File: config.mk
export PLATFORM = sky130hd
export DESIGN_NAME = uart_tx_arbiter
export DESIGN_NICKNAME = d
export VERILOG_FILES = /design/src/rtl/uart_tx_arbiter_pkg.sv /design/src/rtl/uart_tx_arbiter_rr_picker.sv /design/src/rtl/uart_tx_arbiter.sv
export SDC_FILE = /design/constraint.sdc
export NUM_CORES = 1
export LEC_CHECK = 0
export CORE_AREA = 10 10 86 88
export CTS_CLUSTER_DIAMETER = 60
export CTS_CLUSTER_SIZE = 40
export DETAILED_ROUTE_END_ITERATION = 7
export DIE_AREA = 0 0 96 98
export PLACE_DENSITY = 0.74
export SETUP_SLACK_MARGIN = 0.4
export SYNTH_ARGS = -nofsm -noshare
export SYNTH_HDL_FRONTEND = slang
export SYNTH_SLANG_ARGS = --single-unit
File: constraint.sdc
create_clock -name clk -period 2.55 [get_ports clk]
set_clock_uncertainty 0.1 [all_clocks]
set_input_delay 0.255 -clock clk [delete_from_list [all_inputs] [get_ports clk]]
set_output_delay 0.255 -clock clk [all_outputs]
set_load 0.01 [all_outputs]
File: src/rtl/uart_tx_arbiter_pkg.sv
// Shared definitions for the Uart8 transmit-side arbiter: controller state
// encoding (reused by future rx-side controllers) and the latched-transfer record.
package uart_tx_arbiter_pkg;

  localparam logic [1:0] ST_IDLE      = 2'd0;
  localparam logic [1:0] ST_LOAD      = 2'd1;
  localparam logic [1:0] ST_WAIT_BUSY = 2'd2;
  localparam logic [1:0] ST_WAIT_DONE = 2'd3;

  typedef struct packed {
    logic [7:0] data;
    logic       last;
  } xfer_t;

endpackage

File: src/rtl/uart_tx_arbiter_rr_picker.sv
// Combinational round-robin picker: first set bit of req searching from ptr+1
// upward with wrap-around; ptr itself is checked last.
module rr_picker #(
  parameter int N  = 4,
  parameter int IW = $clog2(N)
) (
  input  logic [N-1:0]  req,
  input  logic [IW-1:0] ptr,
  output logic [N-1:0]  pick,
  output logic [IW-1:0] idx,
  output logic          any
);

  logic [IW-1:0] cand;

  always_comb begin
    // NOTE: every output gets a default before the search so no path can infer a latch.
    pick = '0;
    idx  = '0;
    any  = 1'b0;
    cand = '0;
    for (int k = 1; k <= N; k++) begin
      cand = IW'((int'(ptr) + k) % N);
      if (!any && req[cand]) begin
        any       = 1'b1;
        pick[cand] = 1'b1;
        idx       = cand;
      end
    end
  end

endmodule

File: src/rtl/uart_tx_arbiter.sv
// Shares one Uart8 transmitter between N_REQ byte producers: round-robin grant,
// packets locked to one owner until its last byte, watchdog on unacknowledged starts.
module uart_tx_arbiter
  import uart_tx_arbiter_pkg::*;
#(
  parameter int N_REQ         = 4,
  parameter int START_TIMEOUT = 16
) (
  input  logic               clk,
  input  logic               rstN,
  input  logic [N_REQ-1:0]   reqValid,
  input  logic [N_REQ-1:0]   reqLast,
  input  logic [8*N_REQ-1:0] reqData,
  output logic [N_REQ-1:0]   reqReady,
  output logic [N_REQ-1:0]   grant,
  output logic [N_REQ-1:0]   doneP,
  output logic [N_REQ-1:0]   errP,
  output logic               txEn,
  output logic               txStart,
  output logic [7:0]         txData,
  input  logic               txBusy,
  input  logic               txDone
);

  localparam int IW = $clog2(N_REQ);
  localparam int TW = $clog2(START_TIMEOUT + 1);

  logic [1:0]       state_q, state_d;
  logic [IW-1:0]    owner_q, owner_d;
  logic [IW-1:0]    rr_ptr_q, rr_ptr_d;
  xfer_t            xfer_q, xfer_d;
  logic             lock_q, lock_d;
  logic [TW-1:0]    timer_q, timer_d;
  logic [N_REQ-1:0] grant_q, grant_d;
  logic [N_REQ-1:0] ready_q, ready_d;
  logic [N_REQ-1:0] done_q, done_d;
  logic [N_REQ-1:0] err_q, err_d;
  logic             start_q, start_d;
  logic             en_q, en_d;

  logic [N_REQ-1:0] elig;
  logic [N_REQ-1:0] pick;
  logic [IW-1:0]    pick_idx;
  logic             pick_any;
  logic             complete;

  // While locked grant_q still holds the owner's one-hot, so it doubles as the eligibility mask.
  assign elig = lock_q ? (reqValid & grant_q) : reqValid;

  rr_picker #(.N(N_REQ), .IW(IW)) u_picker (
    .req  (elig),
    .ptr  (rr_ptr_q),
    .pick (pick),
    .idx  (pick_idx),
    .any  (pick_any)
  );

  always_comb begin
    state_d  = state_q;
    owner_d  = owner_q;
    rr_ptr_d = rr_ptr_q;
    xfer_d   = xfer_q;
    lock_d   = lock_q;
    timer_d  = timer_q;
    grant_d  = grant_q;
    ready_d  = '0;
    done_d   = '0;
    err_d    = '0;
    start_d  = 1'b0;
    en_d     = 1'b1;
    complete = 1'b0;

    case (state_q)
      ST_IDLE: begin
        // A UART still busy (e.g. reset released mid-frame) must finish before any new start.
        if (!txBusy && pick_any) begin
          owner_d     = pick_idx;
          xfer_d.data = reqData[{pick_idx, 3'b000} +: 8];
          xfer_d.last = reqLast[pick_idx];
          grant_d     = pick;
          ready_d     = pick;
          start_d     = 1'b1;
          timer_d     = '0;
          state_d     = ST_LOAD;
        end
      end
      ST_LOAD: begin
        timer_d = timer_q + TW'(1);
        state_d = ST_WAIT_BUSY;
      end
      ST_WAIT_BUSY: begin
        timer_d = timer_q + TW'(1);
        if (txDone) begin
          complete = 1'b1;
        end else if (txBusy) begin
          state_d = ST_WAIT_DONE;
        end else if (timer_q >= TW'(START_TIMEOUT - 1)) begin
          err_d    = grant_q;
          lock_d   = 1'b0;
          rr_ptr_d = owner_q;
          grant_d  = '0;
          state_d  = ST_IDLE;
        end
      end
      ST_WAIT_DONE: complete = txDone;
      default:      state_d  = ST_IDLE;
    endcase

    if (complete) begin
      done_d  = grant_q;
      state_d = ST_IDLE;
      if (xfer_q.last) begin
        lock_d   = 1'b0;
        rr_ptr_d = owner_q;
        grant_d  = '0;
      end else begin
        lock_d = 1'b1;
      end
    end
  end

  // NOTE: non-blocking assignments only, so every flop samples pre-edge values.
  always_ff @(posedge clk or negedge rstN) begin
    if (!rstN) begin
      state_q  <= ST_IDLE;
      owner_q  <= '0;
      rr_ptr_q <= IW'(N_REQ - 1);
      xfer_q   <= '0;
      lock_q   <= 1'b0;
      timer_q  <= '0;
      grant_q  <= '0;
      ready_q  <= '0;
      done_q   <= '0;
      err_q    <= '0;
      start_q  <= 1'b0;
      en_q     <= 1'b0;
    end else begin
      state_q  <= state_d;
      owner_q  <= owner_d;
      rr_ptr_q <= rr_ptr_d;
      xfer_q   <= xfer_d;
      lock_q   <= lock_d;
      timer_q  <= timer_d;
      grant_q  <= grant_d;
      ready_q  <= ready_d;
      done_q   <= done_d;
      err_q    <= err_d;
      start_q  <= start_d;
      en_q     <= en_d;
    end
  end

  assign reqReady = ready_q;
  assign grant    = grant_q;
  assign doneP    = done_q;
  assign errP     = err_q;
  assign txEn     = en_q;
  assign txStart  = start_q;
  assign txData   = xfer_q.data;

endmodule

# Yosys cells after proc, flatten, opt, wreduce, memory -nomap -nowiden
# Index checks and enable logic that the tools add are counted.
[totals]
reg_bits = 39
latch_bits = 0
ram_bits = 0
romBits = 0
output_inout_bits = 26
memories = 0
[classes]
add_sub_neg = 5
n_mul = 0
div = 0
order_cmp = 10
n_eq_ne = 9
shifts = 1
mux = 69
bitwise_logic = 4
reduce_logical = 22
[ops]
columns = ["operator", "n"]
rows = [
  ["2-to-1 mux 4 bit", 18],
  ["variable part select 32 x 6 -> 8 bit", 1],
  ["2-to-1 mux 2 bit", 15],
  ["2-to-1 mux 1 bit", 22],
  ["< comparator 2 x 3 -> 1 bit, second input constant", 5],
  ["bitwise OR 4 bit", 3],
  ["binary-select mux 1 bit (select 2 bit)", 5],
  ["case mux 5 bit (2 select lines)", 1],
  ["demux 1 bit (select 2 bit)", 4],
  [">= comparator 2 x 1 -> 1 bit, second input constant", 4],
  ["logical AND 1 bit", 8],
  ["case mux 4 bit (2 select lines)", 1],
  ["AND reduction 4 bit", 2],
  ["!= test 3 bit, second input constant", 2],
  ["case mux 2 bit (3 select lines)", 1],
  ["nonzero test 2 bit", 3],
  ["adder 5 x 1 -> 5 bit, second input constant", 1],
  [">= comparator 5 x 4 -> 1 bit, second input constant", 1],
  ["2-to-1 mux 5 bit", 1],
  ["adder 2 x 1 -> 2 bit, second input constant", 2],
  ["adder 2 bit, second input constant", 2],
  ["bitwise AND 4 bit", 1],
  ["== test 2 bit, second input constant", 2],
  ["zero test 1 bit", 4],
  ["9 further kinds", 11],
]

# Depth between registers and ports, before layout
[depth]
word_depth = 19
mapped_depth = 9
mapped_depth_nobuf = 9

# Hierarchy
# From an unflattened synthesis, not the netlist that was laid out.
[hier_totals]
hier_cells = 255
area_unflattened_um2 = 2570.0
[modules_own_cells]
columns = ["module", "instances", "cells_per_inst", "area_per_inst_um2", "seq_area_each_um2"]
rows = [
  ["uart_tx_arbiter", 1, 187, 2044.5, 978.4],
  ["rr_picker", 1, 68, 525.5, 0.0],
]

# Least setup slack after synthesis
# No wires, ideal clock.
[synth_path]
path_kind = "register to register"
start = "reg rr_ptr_q[0]"
end = "reg xfer_q, in the netlist txData[0]"
t_arrival_ns = 2.320
required_ns = 2.312
slack_ns = -0.008
path_stages_with_launch = 9
path_cell_list = "dfstp_2 -> inv_1 -> ha_1 -> mux2i_2 -> o21ai_1 -> o32ai_4 -> buf_6 -> mux2i_1 -> o221ai_1"
[synth_via]
elab_chain_len = 15
elab_cells_between_ends = 29
classes_between = "add/sub: 4; shift: 1; mux: 16; reduce/logical: 8"
[synth_rtl]
columns = ["element", "line_no", "source"]
rows = [
  ["start: declaration", "uart_tx_arbiter.sv:30", "logic [IW-1:0] rr_ptr_q, rr_ptr_d;"],
  ["start signal: assignment", "uart_tx_arbiter.sv:127", "rr_ptr_q <= IW'(N_REQ - 1);"],
  ["start signal: assignment", "uart_tx_arbiter.sv:140", "rr_ptr_q <= rr_ptr_d;"],
  ["parallel branches: the longest is 15 deep, another holds adder 2 x 1 -> 2 bit", "n/a", ""],
  ["end signal: assignment", "uart_tx_arbiter.sv:141", "xfer_q <= xfer_d;"],
  ["end: declaration", "uart_tx_arbiter.sv:31", "xfer_t xfer_q, xfer_d;"],
]
# Several ways; the timed one is not identified. The select of a mux whose other input is x is not followed.
# A chain may end at the register's enable or synchronous reset.

# Final worst setup path
[layout_path]
start = "reg rr_ptr_q[0]"
end = "reg xfer_q, in the netlist txData[1]"
# Same word-level chain as after synthesis.

==> summary.md <==
| Metric | Value |
|---|---|
| Commonest non-fill, non-tap cell in the layout | `clkdlybuf4s50_1` |
| GR Overflow Total | `0` |
| Synth Area in Adders | `0.0742` |
| Most frequent cells in the layout | `clkdlybuf4s50_1, dfrtp_1, nand2_1, buf_4, mux2i_1` |
| Synth Register Bits | `39` |
| Placer congestion estimate | `0.915` |
| Tightest Pin Transition | `0.850 ns` |
| P per Cell Area | `1230 mW/mm²` |
| Launching element type of the critical path | `register` |
| Post-layout util | `0.622` |
| Synthesized cell area | `0.00236 mm²` |
| Die height | `98 µm` |
| Placed insts | `375` |
| P&R area growth vs syn | `51.5%` |
| CP max stage cell | `dfstp_2` |
| Setup violators final | `0` |
| Routed wire length | `6.61 mm` |
| Clock Path Buffers | `2` |
| CTS tree | `done` |
| WS Path Type | `register to register` |
| Chip width | `96 µm` |
| Critical Path Max Stage Delay | `0.63 ns` |
| Rows | `28` |
| Pins Over Slew Limit | `0` |
| Seq/Total Area, Yosys | `0.414` |
| Initial DRC count | `118` |
| H-Tree Depth | `2` |
| Final net count | `377` |
| Synth warnings | `0` |
| Initial Util | `0.411` |
| Met2 usage | `0.221` |
| Synthesized net count | `288` |
| Primary FF master, synth | `dfrtp_1` |
| Peak supply drop | `578 µV` |
| Crit path max fanout | `7` |
| Grt met1 use | `0.154` |
| Non-Filler Instances | `395` |
| WP data required | `2.61 ns` |
| Unrepaired setup endpoints after global routing | `yes` |
| Vias/cell | `5.21` |
| Worst path cell trace | `and2_1 -> a32oi_4 -> buf_4 -> mux2i_4 -> o21ai_4 -> o32ai_4 -> clkbuf_16 -> mux2i_1 -> o221ai_1` |
| Core footprint | `0.00575 mm²` |
| Rel. slew slack | `0.433` |
| WP data arrival | `2.54 ns` |
| Share of layout cells above drive strength 1 | `0.231` |
| Synth Area in XOR/XNOR | `0.00742` |
| Crit path capture type | `register` |
| Worst-Skew Late Latency | `0.30 ns` |
| GR Util All Layers | `0.134` |
| First-pass GRT wire length | `10.1 mm` |
| Post-synthesis compound-gate area fraction | `0.175` |
| Yosys cell types | `43` |
| Vias | `2,056` |
| Tcrit/Tclk final | `0.971` |
| Most used routing layer | `met2` |
| Inserted Clock Buffers | `5` |
| Synth Instances | `230` |
| Synth Area in Simple Gates | `0.148` |
| Pleak | `0.00160 µW` |
| Largest family of logic cells by synthesized area | `compound AO/OA/AOI/OAI gates` |
| Status | `finished, final reports clean` |
| EDFF count, synth | `0` |
| Initial DRT Pass Iterations | `4` |
| PortBufs | `69` |
| Antenna diodes | `0` |
| Mux cell area share after synthesis | `0.124` |
| DRC Markers | `0` |
| Hold Path Class | `register to register` |
| Endpoints failing hold | `0` |
| Root buf cell | `clkbuf_8` |
| Top Ports | `70` |
| Final antenna-violating net count | `0` |
| Peak Freq | `0.404 GHz` |
| Met3 usage | `0.0513` |
| Post-layout minimum cycle time | `2.48 ns` |
| Vias in the first global route | `2,059` |
| Initial antenna violation count | `0` |
| DR WL/cell | `16.7 µm` |
| Syn_area_per_cell | `10.3 µm²` |
| Max-cap violations | `0` |
| Clock sinks | `39` |
| DP Wirelength | `4.64 mm` |
| Die ar. | `0.00941 mm²` |
| Largest net degree at the start of global routing | `40` |
| Clock transition at path regs | `0.08 ns` |
| Ys async rst share | `1.00` |
[cell usage after synthesis (5+ instances only)]
cell type | n | area share
dfrtp_1 | 37 | 0.39
nand2_1 | 26 | 0.041
mux2i_1 | 20 | 0.085
and2_1 | 15 | 0.040
ha_1 | 14 | 0.074
nor2_1 | 11 | 0.017
a21oi_1 | 10 | 0.021
o21ai_1 | 10 | 0.021
buf_4 | 9 | 0.029
inv_1 | 7 | 0.011
nand2b_1 | 6 | 0.016
a2bb2oi_1 | 5 | 0.019
mux2_1 | 5 | 0.024
o221ai_1 | 5 | 0.019
[registers in the layout, indices dropped and copies added, names as in the netlist, 2 cells and up]
signal	count
state_q	2
txData	8
grant	4
timer_q	5
reqReady	4
errP	4
doneP	4
owner_q	2
rr_ptr_q	2
[final cells by class]
class	count	area [µm²]
fillers	482	2170
multi-input cells	168	1430
inverters	8	35.0
well taps	75	93.8
clock buffers	8	100
repair buffers	97	940
flip-flops and latches	39	978
[worst paths after layout]
| kind | startpoint | to | slack, ns | cells past startpoint |
|---|---|---|---|---|
| worst min register to register | txData[2] | txData[2] | 0.39 | 2 |
| max in group asynchronous | rstN | owner_q[0] | 1.32 | 2 |
| worst min-delay path | txData[2] | txData[2] | 0.39 | 2 |
| worst max-delay path | rr_ptr_q[0] | txData[1] | 0.07 | 9 |
| min in group asynchronous | rstN | state_q[0] | 0.49 | 2 |
| worst max register to register | rr_ptr_q[0] | txData[1] | 0.07 | 9 |
[power by group]
part | internal (µW) | total [µW] | switching [µW] | leakage (µW)
Sequential | 822 | 987 | 165 | 0.000509
Combinational | 1530 | 2930 | 1400 | 0.00104
Clock | 247 | 472 | 225 | 0.0000515
[cells by family (layout without fill, tap and decap cells)]
logic type | count (synthesis) | count (layout)
other cells | 1 | 1
fa+ha+maj | 14 | 14
xor+xnor | 2 | 2
flops | 39 | 39
compound gates | 52 | 52
buf+inv | 23 | 113
mux | 28 | 28
simple gates | 71 | 71
[through the flow]
stage / instance area (µm²) / worst slack, ns / total power [µW] / setup TNS (ns) / hold WS, ns
2_1_floorplan: 2420 / 0.208 / 2670 / 0 / -0.141
4_1_cts: 3420 / 0.134 / 4000 / 0 / 0.393
5_1_grt: 3580 / -0.0245 / 4680 / -0.0621 / 0.420
6_report: 3580 / 0.0729 / 4390 / 0 / 0.387
3_3_place_gp: 3230 / 0.0323 / 3350 / 0 / 0.314
3_5_place_dp: 3230 / -0.0298 / 3410 / -0.116 / 0.314
[repair_timing]
action	4_1_cts	5_1_grt
cloned	0	1
setup endpoints to repair	27	28
hold buffers	1	0
gates resized for setup	5	25
buffers inserted	8	2
pin swaps	4	12
hold endpoints to repair	37	0
[worst max-delay path: cells and delay by family (launching register included)]
family | cells | cell delay [ns]
AOI/OAI and AO/OA | 4 | 0.52
buffers and inverters | 2 | 0.41
DFF | 1 | 0.63
muxes | 2 | 0.46
and+or+nand+nor | 1 | 0.20
[metal layers]
layer / part of all wire / wire (µm)
met1: 0.40 / 2640
met5: 0 / 0
met2: 0.52 / 3400
met3: 0.076 / 502
met4: 0.0086 / 57
Power figures use the tool's default switching activity.
